## config.mk

```make
export PLATFORM = sky130hd
export DESIGN_NAME = ula_sequencer_flat
export DESIGN_NICKNAME = d
export VERILOG_FILES = /design/src/rtl/ula_sequencer_if.sv /design/src/rtl/ula_sequencer.sv /design/src/flat_wrapper.sv
export SDC_FILE = /design/constraint.sdc
export NUM_CORES = 1
export LEC_CHECK = 0
export BUFFER_PORTS_ARGS = -buffer_cell sky130_fd_sc_hd__clkbuf_2
export CAP_MARGIN = 20
export CORE_MARGIN = 4
export CORE_UTILIZATION = 35
export CTS_BUF_LIST = sky130_fd_sc_hd__clkbuf_4 sky130_fd_sc_hd__clkbuf_8
export DETAILED_ROUTE_END_ITERATION = 16
export PLACE_DENSITY_LB_ADDON = 0.05
export SLEW_MARGIN = 0
export SYNTH_ARGS = -nofsm -noshare
export SYNTH_HDL_FRONTEND = slang
export SYNTH_SLANG_ARGS = --single-unit
export TNS_END_PERCENT = 30
```

## constraint.sdc

```tcl
create_clock -name clock -period 2.7 [get_ports clock]
set_input_delay 0 -clock clock [delete_from_list [all_inputs] [get_ports clock]]
set_output_delay 0 -clock clock [all_outputs]
set_load 0.005 [all_outputs]
```

## src/rtl/ula_sequencer_if.sv

```systemverilog
// Command and result streams between a host/control path and ula_sequencer.
// The host side is master; the sequencer side is slave.
interface ula_sequencer_if #(
  parameter int DATA_W = 8,
  parameter int OP_W   = 4,
  parameter int RES_W  = 16
);
  logic              cmd_valid;
  logic              cmd_ready;
  logic [OP_W-1:0]   cmd_op;
  logic [DATA_W-1:0] cmd_a;
  logic [DATA_W-1:0] cmd_b;
  logic              res_valid;
  logic              res_ready;
  logic [RES_W-1:0]  res_data;
  logic [OP_W-1:0]   res_op;
  logic              res_err;

  modport master (
    output cmd_valid, cmd_op, cmd_a, cmd_b, res_ready,
    input  cmd_ready, res_valid, res_data, res_op, res_err
  );
  modport slave (
    input  cmd_valid, cmd_op, cmd_a, cmd_b, res_ready,
    output cmd_ready, res_valid, res_data, res_op, res_err
  );
endinterface

```

## src/rtl/ula_sequencer.sv

```systemverilog
// Queues ALU commands, drives one registered ULA, and returns its results in
// order with valid/ready handshaking. Divide by zero is flagged and saturated.
module ula_sequencer #(
  parameter int DATA_W = 8,
  parameter int OP_W   = 4,
  parameter int RES_W  = 16,
  parameter int DEPTH  = 4
) (
  input  logic              clock,
  input  logic              reset_n,
  ula_sequencer_if.slave    bus,
  output logic [OP_W-1:0]   ula_sel,
  output logic [DATA_W-1:0] ula_a,
  output logic [DATA_W-1:0] ula_b,
  input  logic [RES_W-1:0]  ula_s,
  output logic              busy
);
  localparam int AW = $clog2(DEPTH);
  localparam logic [AW:0]     FULL_CNT = (AW+1)'(DEPTH);
  localparam logic [OP_W-1:0] OP_DIV   = OP_W'(3);

  localparam logic [1:0] IDLE  = 2'd0;
  localparam logic [1:0] ISSUE = 2'd1;
  localparam logic [1:0] WAIT  = 2'd2;
  localparam logic [1:0] HOLD  = 2'd3;

  typedef struct packed {
    logic [OP_W-1:0]   op;
    logic [DATA_W-1:0] a;
    logic [DATA_W-1:0] b;
  } cmd_t;

  cmd_t              mem [DEPTH];
  cmd_t              head;
  logic [AW-1:0]     wr_ptr, rd_ptr;
  logic [AW:0]       cnt;
  logic              full, empty, push, pop, hs, rdy_en, div0;
  logic [1:0]        state;
  logic              res_valid;
  logic [RES_W-1:0]  res_data;
  logic [OP_W-1:0]   res_op;
  logic              res_err;

  assign full  = (cnt == FULL_CNT);
  assign empty = (cnt == '0);
  assign head  = mem[rd_ptr];
  // rdy_en keeps cmd_ready low until the first edge after reset release.
  assign bus.cmd_ready = rdy_en & ~full;
  assign push  = bus.cmd_valid & bus.cmd_ready;
  assign hs    = (state == HOLD) & res_valid & bus.res_ready;
  assign pop   = ~empty & ((state == IDLE) | hs);
  // ula_sel/ula_b still hold the issued command while in WAIT.
  assign div0  = (ula_sel == OP_DIV) && (ula_b == '0);
  assign busy  = ~empty | (state != IDLE);

  assign bus.res_valid = res_valid;
  assign bus.res_data  = res_data;
  assign bus.res_op    = res_op;
  assign bus.res_err   = res_err;

  always_ff @(posedge clock) begin
    if (push) mem[wr_ptr] <= '{op: bus.cmd_op, a: bus.cmd_a, b: bus.cmd_b};
  end

  always_ff @(posedge clock or negedge reset_n) begin
    if (!reset_n) begin
      wr_ptr <= '0;
      rd_ptr <= '0;
      cnt    <= '0;
    end else begin
      if (push) wr_ptr <= wr_ptr + 1'b1;
      if (pop)  rd_ptr <= rd_ptr + 1'b1;
      cnt <= cnt + (AW+1)'(push) - (AW+1)'(pop);
    end
  end

  always_ff @(posedge clock or negedge reset_n) begin
    if (!reset_n) begin
      state     <= IDLE;
      rdy_en    <= 1'b0;
      ula_sel   <= '0;
      ula_a     <= '0;
      ula_b     <= '0;
      res_valid <= 1'b0;
      res_data  <= '0;
      res_op    <= '0;
      res_err   <= 1'b0;
    end else begin
      rdy_en <= 1'b1;
      if (pop) begin
        ula_sel <= head.op;
        ula_a   <= head.a;
        ula_b   <= head.b;
      end
      case (state)
        IDLE:  if (pop) state <= ISSUE;
        ISSUE: state <= WAIT;
        WAIT: begin
          res_valid <= 1'b1;
          res_op    <= ula_sel;
          res_err   <= div0;
          res_data  <= div0 ? '1 : ula_s;
          state     <= HOLD;
        end
        HOLD: if (hs) begin
          res_valid <= 1'b0;
          state     <= pop ? ISSUE : IDLE;
        end
        default: state <= IDLE;
      endcase
    end
  end
endmodule
```

## src/flat_wrapper.sv

```systemverilog
// flat-port wrapper written by rule: the top's interface ports become plain ports
module ula_sequencer_flat 
#(
  parameter int DATA_W = 8,
  parameter int OP_W   = 4,
  parameter int RES_W  = 16,
  parameter int DEPTH  = 4
)
  (clock, reset_n, ula_sel, ula_a, ula_b, ula_s, busy, bus_cmd_valid, bus_cmd_op, bus_cmd_a, bus_cmd_b, bus_res_ready, bus_cmd_ready, bus_res_valid, bus_res_data, bus_res_op, bus_res_err);
  ula_sequencer_if #(.DATA_W(DATA_W), .OP_W(OP_W), .RES_W(RES_W)) bus_i ();
  input  logic clock;
  input  logic reset_n;
  output logic [OP_W-1:0] ula_sel;
  output logic [DATA_W-1:0] ula_a;
  output logic [DATA_W-1:0] ula_b;
  input  logic [RES_W-1:0] ula_s;
  output logic busy;
  input wire logic [$bits(bus_i.cmd_valid)-1:0] bus_cmd_valid;
  input wire logic [$bits(bus_i.cmd_op)-1:0] bus_cmd_op;
  input wire logic [$bits(bus_i.cmd_a)-1:0] bus_cmd_a;
  input wire logic [$bits(bus_i.cmd_b)-1:0] bus_cmd_b;
  input wire logic [$bits(bus_i.res_ready)-1:0] bus_res_ready;
  output wire logic [$bits(bus_i.cmd_ready)-1:0] bus_cmd_ready;
  output wire logic [$bits(bus_i.res_valid)-1:0] bus_res_valid;
  output wire logic [$bits(bus_i.res_data)-1:0] bus_res_data;
  output wire logic [$bits(bus_i.res_op)-1:0] bus_res_op;
  output wire logic [$bits(bus_i.res_err)-1:0] bus_res_err;
  assign bus_i.cmd_valid = bus_cmd_valid;
  assign bus_i.cmd_op = bus_cmd_op;
  assign bus_i.cmd_a = bus_cmd_a;
  assign bus_i.cmd_b = bus_cmd_b;
  assign bus_i.res_ready = bus_res_ready;
  assign bus_cmd_ready = bus_i.cmd_ready;
  assign bus_res_valid = bus_i.res_valid;
  assign bus_res_data = bus_i.res_data;
  assign bus_res_op = bus_i.res_op;
  assign bus_res_err = bus_i.res_err;
  ula_sequencer #(.DATA_W(DATA_W), .OP_W(OP_W), .RES_W(RES_W), .DEPTH(DEPTH)) u_core (.clock(clock), .reset_n(reset_n), .bus(bus_i), .ula_sel(ula_sel), .ula_a(ula_a), .ula_b(ula_b), .ula_s(ula_s), .busy(busy));
endmodule
```

==> impl_metrics.py, run 1 <==
metrics = {
    "status": {
        "run_status": "finished clean",
    },
    "cells_and_area": {
        "seqCellArea_sq_um": 3700,
        "finalInstanceArea_sq_um": 6800,
        "multi_input_area_sq_um": 1350,
        "area_growth_pct": 30.1,
        "drive_gt1_share_pct": 38.9,
        "diodes": 0,
        "n_fill_cell": 1274,
        "final_nets": 483,
    },
    "global_route": {
        "antenna_found_initial": 0,
        "grt_pass1_vias": 3047,
        "grt_max_degree": 23,
        "grt.total_usage_pct": 13.3,
        "gr-total-overflow": 0,
        "grt_pass1_wl_mm": 16.4,
    },
    "clock_tree": {
        "cts_tree": "yes",
        "numCtsBuffers": 17,
        "clk_latency_ns": 0.43,
        "root_buffer": "clkbuf_8",
        "cts_setup_buffers": 0,
        "clk_pin_slew_ns": 0.07,
        "clockBufferDepth": 2,
        "htreeDepth": 4,
        "clock_sinks": 132,
    },
    "power": {
        "p_per_area_nw_per_um2": 1100,
        "clkPwrFrac_pct": 28.1,
        "p_sw_share_pct": 28.3,
        "power_frac_seq_pct": 40.2,
        "ir_worst_vdd_uv": 408,
        "switchingPower_mw": 2.11,
        "p_int_mw": 5.35,
        "comb_power_share_pct": 31.7,
        "p_leak_nw": 2.80,
    },
    "setup_path": {
        "r2r-start": "u_core.state[1]$_DFFE_PN0P_",
        "cpMostUsedCell": "ha_1",
        "endpoint_kind": "flop",
        "slowest_delay_ns": 0.43,
        "cp_num_buf_inv": 1,
        "cp_slowest_cell": "dfrtp_1",
        "regToRegSetupSlack_ns": 0.40,
        "r2r_cells": 9,
        "crit_type": "reg -> reg",
        "crit_required_ns": 3.02,
        "cp.arrival_ns": 2.62,
        "path_delay_family": "adder cells",
        "crit_chain": "ha_1, a31oi_1, nor2_4, ha_1, inv_1, ha_1, fa_1, xnor2_1, xnor2_1",
        "path_max_fanout": 5,
        "worst_r2r_endpoint": "u_core.cnt[2]$_DFF_PN0_",
        "start_kind": "flop",
    },
    "synthesis": {
        "synth_edf_count": 80,
        "synth_adder_area_share_pct": 2.78,
        "synth_nets": 341,
        "seq_area_frac_synth_pct": 70.9,
        "syn_inst": 290,
        "syn_avg_cell_area_sq_um": 18.0,
        "synth-compound-area-share_pct": 3.21,
        "yosysWarnings": 0,
        "synth_xor_area_share_pct": 0.838,
        "ys_seq_elements": 132,
        "synthArstFlopShare_pct": 39.4,
        "synthMuxAreaShare_pct": 15.9,
        "synth_area_sq_um": 5220,
        "ys.flop_type": "edfxtp_1",
        "ys_types": 35,
        "synth-simple-area-share_pct": 3.04,
        "synth_top_family_by_area": "multiplexers",
    },
    "die": {
        "dieArea_sq_um": 16900,
        "core_area_sq_um": 14600,
        "initial_core_util_pct": 35.8,
        "die_h_microns": 130,
        "rows": 44,
        "ios": 84,
        "die_w_microns": 130,
    },
    "sta": {
        "setup_tns_ns": 0,
        "rsz0062_at_grt": "false",
        "min_period_ns": 2.30,
        "relSlewSlack_pct": 60.3,
        "finalSetupViolations": 0,
        "final-hold-violation-count": 0,
        "fin_skew_ns": 0.00826,
        "worst_slew_pin_slew_ns": 0.590,
        "slew_violations": 0,
        "min_period_over_period_pct": 85.2,
        "fmax_ghz": 0.434,
    },
    "detailed_routing": {
        "wirelength_mm": 10.5,
        "via_per_inst": 4.59,
        "post_drt_wl_per_cell_microns": 16.7,
        "drt-initial-drc-count": 76,
        "ant_nets": 0,
        "drc_errors": 0,
        "firstDrtPassIters": 6,
        "vias": 2886,
    },
    "place": {
        "io_buffers": 83,
        "dpl.hpwl_mm": 6.47,
        "gp_congestion": 0.709,
        "postPlaceCellArea_sq_um": 5900,
    },
    "run": {
        "cap_violations": 0,
    },
    "min_path": {
        "hp-class": "in -> async",
    },
}
## Yosys cell counts, drive strengths merged, types with 2 or more instances
library cell	instances	share of area (%)
buf	7	1.0
ha	10	2.4
mux2	26	6.9
dfrtp	52	25
a31oi	18	2.2
clkbuf	4	0.29
edfxtp	80	46
mux4	20	8.8
nor4	2	0.24
xor2	2	0.34
nor2	19	1.4
inv	28	2.0
and2	4	0.48
a21oi	2	0.19
xnor2	3	0.50
## sequential cells by signal, summed over array words and instances, names as in the netlist
signal,flops
u_core.state,2
u_core.ula_a,8
u_core.bus.res_data,16
u_core.rd_ptr,2
u_core.mem,80
u_core.bus.res_err,1
u_core.bus.res_valid,1
u_core.ula_sel,4
u_core.cnt,3
u_core.bus.res_op,4
u_core.rdy_en,1
u_core.ula_b,8
u_core.wr_ptr,2
## layer usage
metal	share of wire, %	global-route usage (%)	vias up
met5	0	0	-
li1	-	-	1367
met3	5.3	4.42	12
met2	48	21.7	81
met4	1.2	5.13	0
met1	46	16.4	1426
## how the worst max path moves through the flow
stage | cells after the start | end | start | slack, ns
2_1_floorplan | 10 | u_core.cnt[2]$_DFF_PN0_ | u_core.state[1]$_DFFE_PN0P_ | 0.36
3_3_place_gp | 9 | u_core.cnt[2]$_DFF_PN0_ | u_core.state[1]$_DFFE_PN0P_ | 0.45
3_5_place_dp | 9 | u_core.cnt[2]$_DFF_PN0_ | u_core.state[1]$_DFFE_PN0P_ | 0.41
4_1_cts | 9 | u_core.cnt[2]$_DFF_PN0_ | u_core.state[1]$_DFFE_PN0P_ | 0.40
5_1_grt | 10 | u_core.cnt[2]$_DFF_PN0_ | u_core.state[1]$_DFFE_PN0P_ | 0.25
6_report | 9 | u_core.cnt[2]$_DFF_PN0_ | u_core.state[1]$_DFFE_PN0P_ | 0.40
## power by group through the flow
stage | Combinational (mW) | Sequential (mW) | Clock [mW]
2_1_floorplan | 1.61 | 3.02 | 0
3_5_place_dp | 2.40 | 3.05 | 0
3_3_place_gp | 2.37 | 3.04 | 0
4_1_cts | 2.44 | 3.01 | 2.16
5_1_grt | 2.64 | 3.07 | 2.23
6_report | 2.36 | 3.00 | 2.10
## placed cells by master, fill, tap and decap left out, types with 2 or more instances in the layout
| cell | n |
|---|---|
| clkinv_2 | 3 |
| buf_4 | 12 |
| mux2_2 | 6 |
| mux4_2 | 18 |
| mux2_4 | 18 |
| dfrtp_1 | 52 |
| clkbuf_8 | 19 |
| a31oi_1 | 18 |
| clkbuf_4 | 3 |
| xor2_1 | 2 |
| mux4_1 | 2 |
| ha_1 | 10 |
| nor4_1 | 2 |
| and2_1 | 4 |
| mux2_1 | 2 |
| inv_1 | 27 |
| edfxtp_1 | 80 |
| bufinv_16 | 7 |
| a21oi_1 | 2 |
| xnor2_1 | 3 |
| clkbuf_2 | 83 |
| nor2_1 | 18 |
| dlygate4sd3_1 | 39 |
## repair_timing
action	CTS	global route
hold buffers	39	0
endpoints found under the hold margin	116	0
setup endpoints to repair	0	0
resized for setup	0	0
## logic make-up after synthesis
logic type      after synthesis
compound gates               25
xor+xnor                      5
fa+ha+maj                    11
buf+inv                      39
flops                       132
mux                          47
other cells                   1
simple gates                 30
## area by class of cell
type / instances / area share [%]
multi-input combinational: 119 / 19.9
clock inverter: 10 / 3.31
tap: 184 / 3.39
timing repair buffer: 134 / 13.2
clock buffer: 22 / 4.18
sequential: 132 / 54.5
inverter: 28 / 1.55
## per-stage QoR
stage	hold WS [ns]	util, %	setup WS, ns	total power [mW]	instances
finish	0.0613	46.6	0.398	7.46	629
CTS	0.0633	46.6	0.405	7.61	629
global route	0.0833	46.6	0.249	7.94	629
global placement	0.00657	40.4	0.447	5.41	558
detailed placement	0.0143	40.4	0.414	5.45	558
floorplan	-0.296	-	0.358	4.63	290
Power figures use the tool's default switching activity.
==> inputs of run 2 (changes only) <==
--- a/config.mk
+++ b/config.mk
@@ -8,7 +8,7 @@
 export BUFFER_PORTS_ARGS = -buffer_cell sky130_fd_sc_hd__clkbuf_2
 export CAP_MARGIN = 20
 export CORE_MARGIN = 4
-export CORE_UTILIZATION = 35
+export CORE_UTILIZATION = 30
 export CTS_BUF_LIST = sky130_fd_sc_hd__clkbuf_4 sky130_fd_sc_hd__clkbuf_8
 export DETAILED_ROUTE_END_ITERATION = 16
 export PLACE_DENSITY_LB_ADDON = 0.05
==> impl_metrics.py, run 2 (synthesis gave the netlist of run 1 again) <==
metrics = {
    "setup_path": {
        "critPathCapture": "u_core.cnt[2]$_DFF_PN0_",
        "r2r_cells": 10,
        "regToRegSetupSlack_ns": 0.39,
        "start_kind": "flop",
        "r2r-start": "u_core.state[1]$_DFFE_PN0P_",
        "endpoint_kind": "flop",
        "cpMostUsedCell": "ha_1",
        "path_max_fanout": 5,
        "crit_required_ns": 3.01,
        "cp_slowest_cell": "dfrtp_1",
        "crit_chain": "inv_1, ha_1, a31oi_1, nor2_4, ha_1, inv_1, ha_1, fa_1, xnor2_1, xnor2_1",
        "worst_r2r_endpoint": "u_core.cnt[2]$_DFF_PN0_",
        "critPathLaunch": "u_core.state[1]$_DFFE_PN0P_",
        "path_delay_family": "adder cells",
        "slowest_delay_ns": 0.42,
        "cp.arrival_ns": 2.62,
        "path_depth": 10,
        "cp_num_buf_inv": 2,
        "crit_type": "reg -> reg",
    },
    "place": {
        "dpl.hpwl_mm": 6.68,
        "io_buffers": 83,
        "gp_congestion": 0.710,
    },
    "global_route": {
        "grt_pass1_wl_mm": 17.0,
        "gr-total-overflow": 0,
        "grt_pass1_vias": 2990,
        "antenna_found_initial": 0,
        "grt_max_degree": 31,
        "grt.total_usage_pct": 11.6,
    },
    "sta": {
        "relSlewSlack_pct": 54.3,
        "fin_skew_ns": 0.00980,
        "final-hold-violation-count": 0,
        "rsz0062_at_grt": "false",
        "fmax_ghz": 0.434,
        "slew_violations": 0,
        "finalSetupViolations": 0,
        "worst_slew_pin_slew_ns": 0.684,
        "min_period_ns": 2.31,
        "setup_tns_ns": 0,
        "min_period_over_period_pct": 85.4,
        "hold_ws_ns": 0.0434,
    },
    "cells_and_area": {
        "final_cell_mix": "clkbuf_2, edfxtp_1, dfrtp_1, dlygate4sd3_1, inv_1",
        "layout_commonest_cell": "clkbuf_2",
        "regMostFlops": "u_core.mem",
        "largest_reg_flops": 80,
        "final_nets": 482,
        "drive_gt1_share_pct": 38.7,
        "largestRegisters": "u_core.mem (80), u_core.bus.res_data (16)",
        "area_growth_pct": 29.7,
        "diodes": 0,
    },
    "power": {
        "ir_worst_vdd_uv": 315,
        "p_per_area_nw_per_um2": 1070,
        "p_leak_nw": 2.76,
    },
    "clock_tree": {
        "holdBufCountCts": 39,
        "clock_sinks": 132,
        "cts_resized": 0,
        "clk_latency_ns": 0.42,
        "cts_tree": "yes",
        "clk_pin_slew_ns": 0.07,
        "htreeDepth": 4,
        "numCtsBuffers": 17,
        "clockBufferDepth": 2,
        "cts_setup_buffers": 0,
        "root_buffer": "clkbuf_8",
    },
    "detailed_routing": {
        "drt-initial-drc-count": 117,
        "vias": 2851,
        "post_drt_wl_per_cell_microns": 16.3,
        "ant_nets": 0,
        "firstDrtPassIters": 4,
        "wirelength_mm": 10.8,
        "drc_errors": 0,
        "via_per_inst": 4.29,
    },
    "die": {
        "core_area_sq_um": 16800,
        "rows": 47,
        "ios": 84,
        "initial_core_util_pct": 31.1,
        "dieArea_sq_um": 19600,
        "die_h_microns": 140,
        "die_w_microns": 140,
    },
    "status": {
        "run_status": "finished clean",
    },
    "min_path": {
        "hp-class": "in -> async",
    },
    "run": {
        "cap_violations": 0,
    },
}
==> run 2: cell types whose count changed in the layout (fill, tap and decap cells not counted), sizes merged <==
cell      change
bufinv        -3
clkinvlp      +2
buf           -1
clkbuf        +1
==> run 2: worst min-delay path by stage <==
stage,to,slack [ns],cells after the start
2_1_floorplan,u_core.bus.res_data[0]$_DFFE_PN0P_,-0.30,0
3_3_place_gp,u_core.bus.res_data[10]$_DFFE_PN0P_,-0.04,1
3_5_place_dp,u_core.bus.res_data[10]$_DFFE_PN0P_,-0.03,1
4_1_cts,u_core.bus.res_data[10]$_DFFE_PN0P_,0.02,2
5_1_grt,u_core.ula_b[1]$_DFFE_PN0P_,0.06,2
6_report,u_core.bus.res_data[10]$_DFFE_PN0P_,0.04,2
==> run 2: power breakdown <==
group | internal, mW | switching [mW]
clock | 1.11 | 0.735
sequential | 2.69 | 0.328
combinational | 1.30 | 1.06
total | 5.09 | 2.12
==> run 2: final cells by class <==
| cell class | count | area, sq um |
|---|---|---|
| Tap cell | 220 | 275 |
| Inverter | 28 | 105 |
| Fill cell | 1582 | 10000 |
| Clock inverter | 9 | 150 |
| Timing Repair Buffer | 133 | 888 |
| Multi-Input combinational cell | 119 | 1350 |
| Clock buffer | 23 | 298 |
| Sequential cell | 132 | 3700 |
==> run 2: layer usage <==
layer / up-vias / part of all wire, % / track usage [%]
li1: 1368 / - / -
met1: 1407 / 47 / 15.7
met2: 69 / 47 / 17.5
met3: 7 / 4.4 / 3.85
met4: 0 / 0.94 / 3.82
met5: - / 0 / 0
==> run 2: worst register-to-register path: cells and delay by family (launching register included) <==
family | cells | cell delay, ns
AO/OA/AOI/OAI | 1 | 0.31
flip-flops | 1 | 0.42
adder cells (fa/ha/maj) | 4 | 1.04
AND/OR/NAND/NOR | 1 | 0.05
XOR/XNOR | 2 | 0.27
buffers and inverters | 2 | 0.13
==> run 2: through the flow <==
stage | util, % | setup slack, ns | instances | cell area [sq um] | power (mW)
CTS | 40.3 | 0.389 | 664 | 6770 | 7.38
global route | 40.3 | 0.244 | 664 | 6770 | 7.71
finish | 40.3 | 0.395 | 664 | 6770 | 7.22
floorplan | - | 0.358 | 290 | 5220 | 4.63
detailed placement | 35.3 | 0.406 | 593 | 5930 | 5.45
global placement | 35.3 | 0.440 | 593 | 5930 | 5.43
==> inputs of run 3 (changes only) <==
--- a/config.mk
+++ b/config.mk
@@ -8,7 +8,7 @@
 export BUFFER_PORTS_ARGS = -buffer_cell sky130_fd_sc_hd__clkbuf_2
 export CAP_MARGIN = 20
 export CORE_MARGIN = 4
-export CORE_UTILIZATION = 30
+export CORE_UTILIZATION = 40
 export CTS_BUF_LIST = sky130_fd_sc_hd__clkbuf_4 sky130_fd_sc_hd__clkbuf_8
 export DETAILED_ROUTE_END_ITERATION = 16
 export PLACE_DENSITY_LB_ADDON = 0.05
==> constraint.sdc (replaced) <==
create_clock -name clock -period 2.7 [get_ports clock]
set_input_delay 0.54 -clock clock [delete_from_list [all_inputs] [get_ports clock]]
set_output_delay 0.54 -clock clock [all_outputs]
set_load 0.005 [all_outputs]
==> impl_metrics.py, run 3 (synthesis gave the netlist of run 1 again) <==
metrics = {
    "status": {
        "run_status": "finished clean",
    },
    "clock_tree": {
        "root_buffer": "clkbuf_8",
        "clock_sinks": 132,
        "clk_pin_slew_ns": 0.07,
        "holdBufCountCts": 1,
        "cts_resized": 0,
        "numCtsBuffers": 17,
        "clockBufferDepth": 2,
        "cts_tree": "yes",
        "clk_latency_ns": 0.43,
        "htreeDepth": 4,
        "cts_setup_buffers": 0,
    },
    "sta": {
        "layout_setup_ws_ns": 0.382,
        "min_period_ns": 2.32,
        "fin_skew_ns": 0.00811,
        "final-hold-violation-count": 0,
        "hold_ws_ns": 0.328,
        "slew_violations": 0,
        "min_period_over_period_pct": 85.9,
        "finalSetupViolations": 0,
        "rsz0062_at_grt": "false",
        "relSlewSlack_pct": 65.0,
        "worst_slew_pin_slew_ns": 0.521,
        "setup_tns_ns": 0,
        "fmax_ghz": 0.431,
    },
    "setup_path": {
        "crit_chain": "ha_1, a31oi_1, nor2_4, ha_1, inv_1, ha_1, fa_1, xnor2_1, xnor2_1",
        "regToRegSetupSlack_ns": 0.38,
        "cp_num_buf_inv": 1,
        "path_max_fanout": 5,
        "crit_type": "reg -> reg",
        "cp_slowest_cell": "dfrtp_1",
        "start_kind": "flop",
        "cpMostUsedCell": "ha_1",
        "crit_required_ns": 3.01,
        "path_delay_family": "adder cells",
        "slowest_delay_ns": 0.42,
        "cp.arrival_ns": 2.63,
        "endpoint_kind": "flop",
    },
    "place": {
        "pre_cts_slack_ns": 0.363,
        "dpl.hpwl_mm": 6.08,
        "gp_congestion": 0.659,
        "io_buffers": 83,
    },
    "global_route": {
        "grt_pass1_vias": 2852,
        "antenna_found_initial": 0,
        "gr-total-overflow": 0,
        "grt_max_degree": 39,
        "grt.total_usage_pct": 13.7,
        "grt_pass1_wl_mm": 14.9,
    },
    "die": {
        "core_area_sq_um": 12700,
        "die_w_microns": 122,
        "die_h_microns": 122,
        "rows": 41,
        "initial_core_util_pct": 41.1,
        "dieArea_sq_um": 15000,
        "ios": 84,
    },
    "cells_and_area": {
        "layout_commonest_cell": "clkbuf_2",
        "area_growth_pct": 20.4,
        "regMostFlops": "u_core.mem",
        "post-route-util_pct": 49.4,
        "largest_reg_flops": 80,
        "diodes": 0,
        "final_cell_mix": "clkbuf_2, edfxtp_1, dfrtp_1, inv_1, clkbuf_8",
        "final_nets": 445,
        "largestRegisters": "u_core.mem (80), u_core.bus.res_data (16)",
        "drive_gt1_share_pct": 42.4,
    },
    "power": {
        "ir_worst_vdd_uv": 396,
        "p_total_mw": 6.91,
        "p_per_area_nw_per_um2": 1100,
        "p_leak_nw": 2.59,
    },
    "detailed_routing": {
        "via_per_inst": 4.74,
        "wirelength_mm": 9.33,
        "ant_nets": 0,
        "post_drt_wl_per_cell_microns": 16.1,
        "drt-initial-drc-count": 121,
        "vias": 2739,
        "firstDrtPassIters": 4,
        "drc_errors": 0,
    },
    "run": {
        "cap_violations": 0,
    },
    "min_path": {
        "hp-class": "in -> reg",
    },
}
==> run 3: through the flow <==
step | instances | area (sq um)
after detailed placement | 546 | 5880
after floorplan | 290 | 5220
after global placement | 546 | 5880
after global routing | 578 | 6290
after CTS | 578 | 6290
final | 578 | 6290
==> run 3: worst reg2reg max path, stage by stage (launching register included) <==
cell	delay [ns]
dfrtp_1	0.42
ha_1	0.24
a31oi_1	0.35
nor2_4	0.05
ha_1	0.28
inv_1	0.04
ha_1	0.18
fa_1	0.37
xnor2_1	0.14
xnor2_1	0.13
==> run 3: cell type report <==
class / count / area, sq um
Clock buffer: 26 / 320
Clock inverter: 5 / 75.1
Fill cell: 1135 / 6430
Inverter: 28 / 105
Multi-Input combinational cell: 119 / 1350
Sequential cell: 132 / 3700
Tap cell: 172 / 215
Timing Repair Buffer: 96 / 515
==> run 3: power by group <==
group | leakage, nW | internal, mW | total (mW) | switching [mW]
Clock | 0.211 | 0.947 | 1.63 | 0.686
Combinational | 1.06 | 1.26 | 2.27 | 1.02
Sequential | 1.33 | 2.69 | 3.01 | 0.314
Total | 2.59 | 4.89 | 6.91 | 2.02
==> run 3: worst paths after layout <==
kind,start,end,cells after the start
max in group asynchronous,reset_n,u_core.ula_a[4]$_DFFE_PN0P_,3
worst max-delay path,u_core.state[1]$_DFFE_PN0P_,u_core.cnt[2]$_DFF_PN0_,9
worst min-delay path,ula_s[8],u_core.bus.res_data[8]$_DFFE_PN0P_,3
worst max register to register,u_core.state[1]$_DFFE_PN0P_,u_core.cnt[2]$_DFF_PN0_,9
min in group asynchronous,reset_n,u_core.bus.res_valid$_DFFE_PN0P_,2
worst min register to register,u_core.bus.res_op[3]$_DFFE_PN0P_,u_core.bus.res_op[3]$_DFFE_PN0P_,1
==> run 3: layer usage <==
metal / vias to the layer above / global-route usage [%] / part of all wire, %
met2: 87 / 21.2 / 46
met3: 14 / 4.84 / 6.9
met4: 0 / 6.30 / 2.0
met5: - / 0 / 0
li1: 1293 / - / -
met1: 1345 / 17.3 / 45
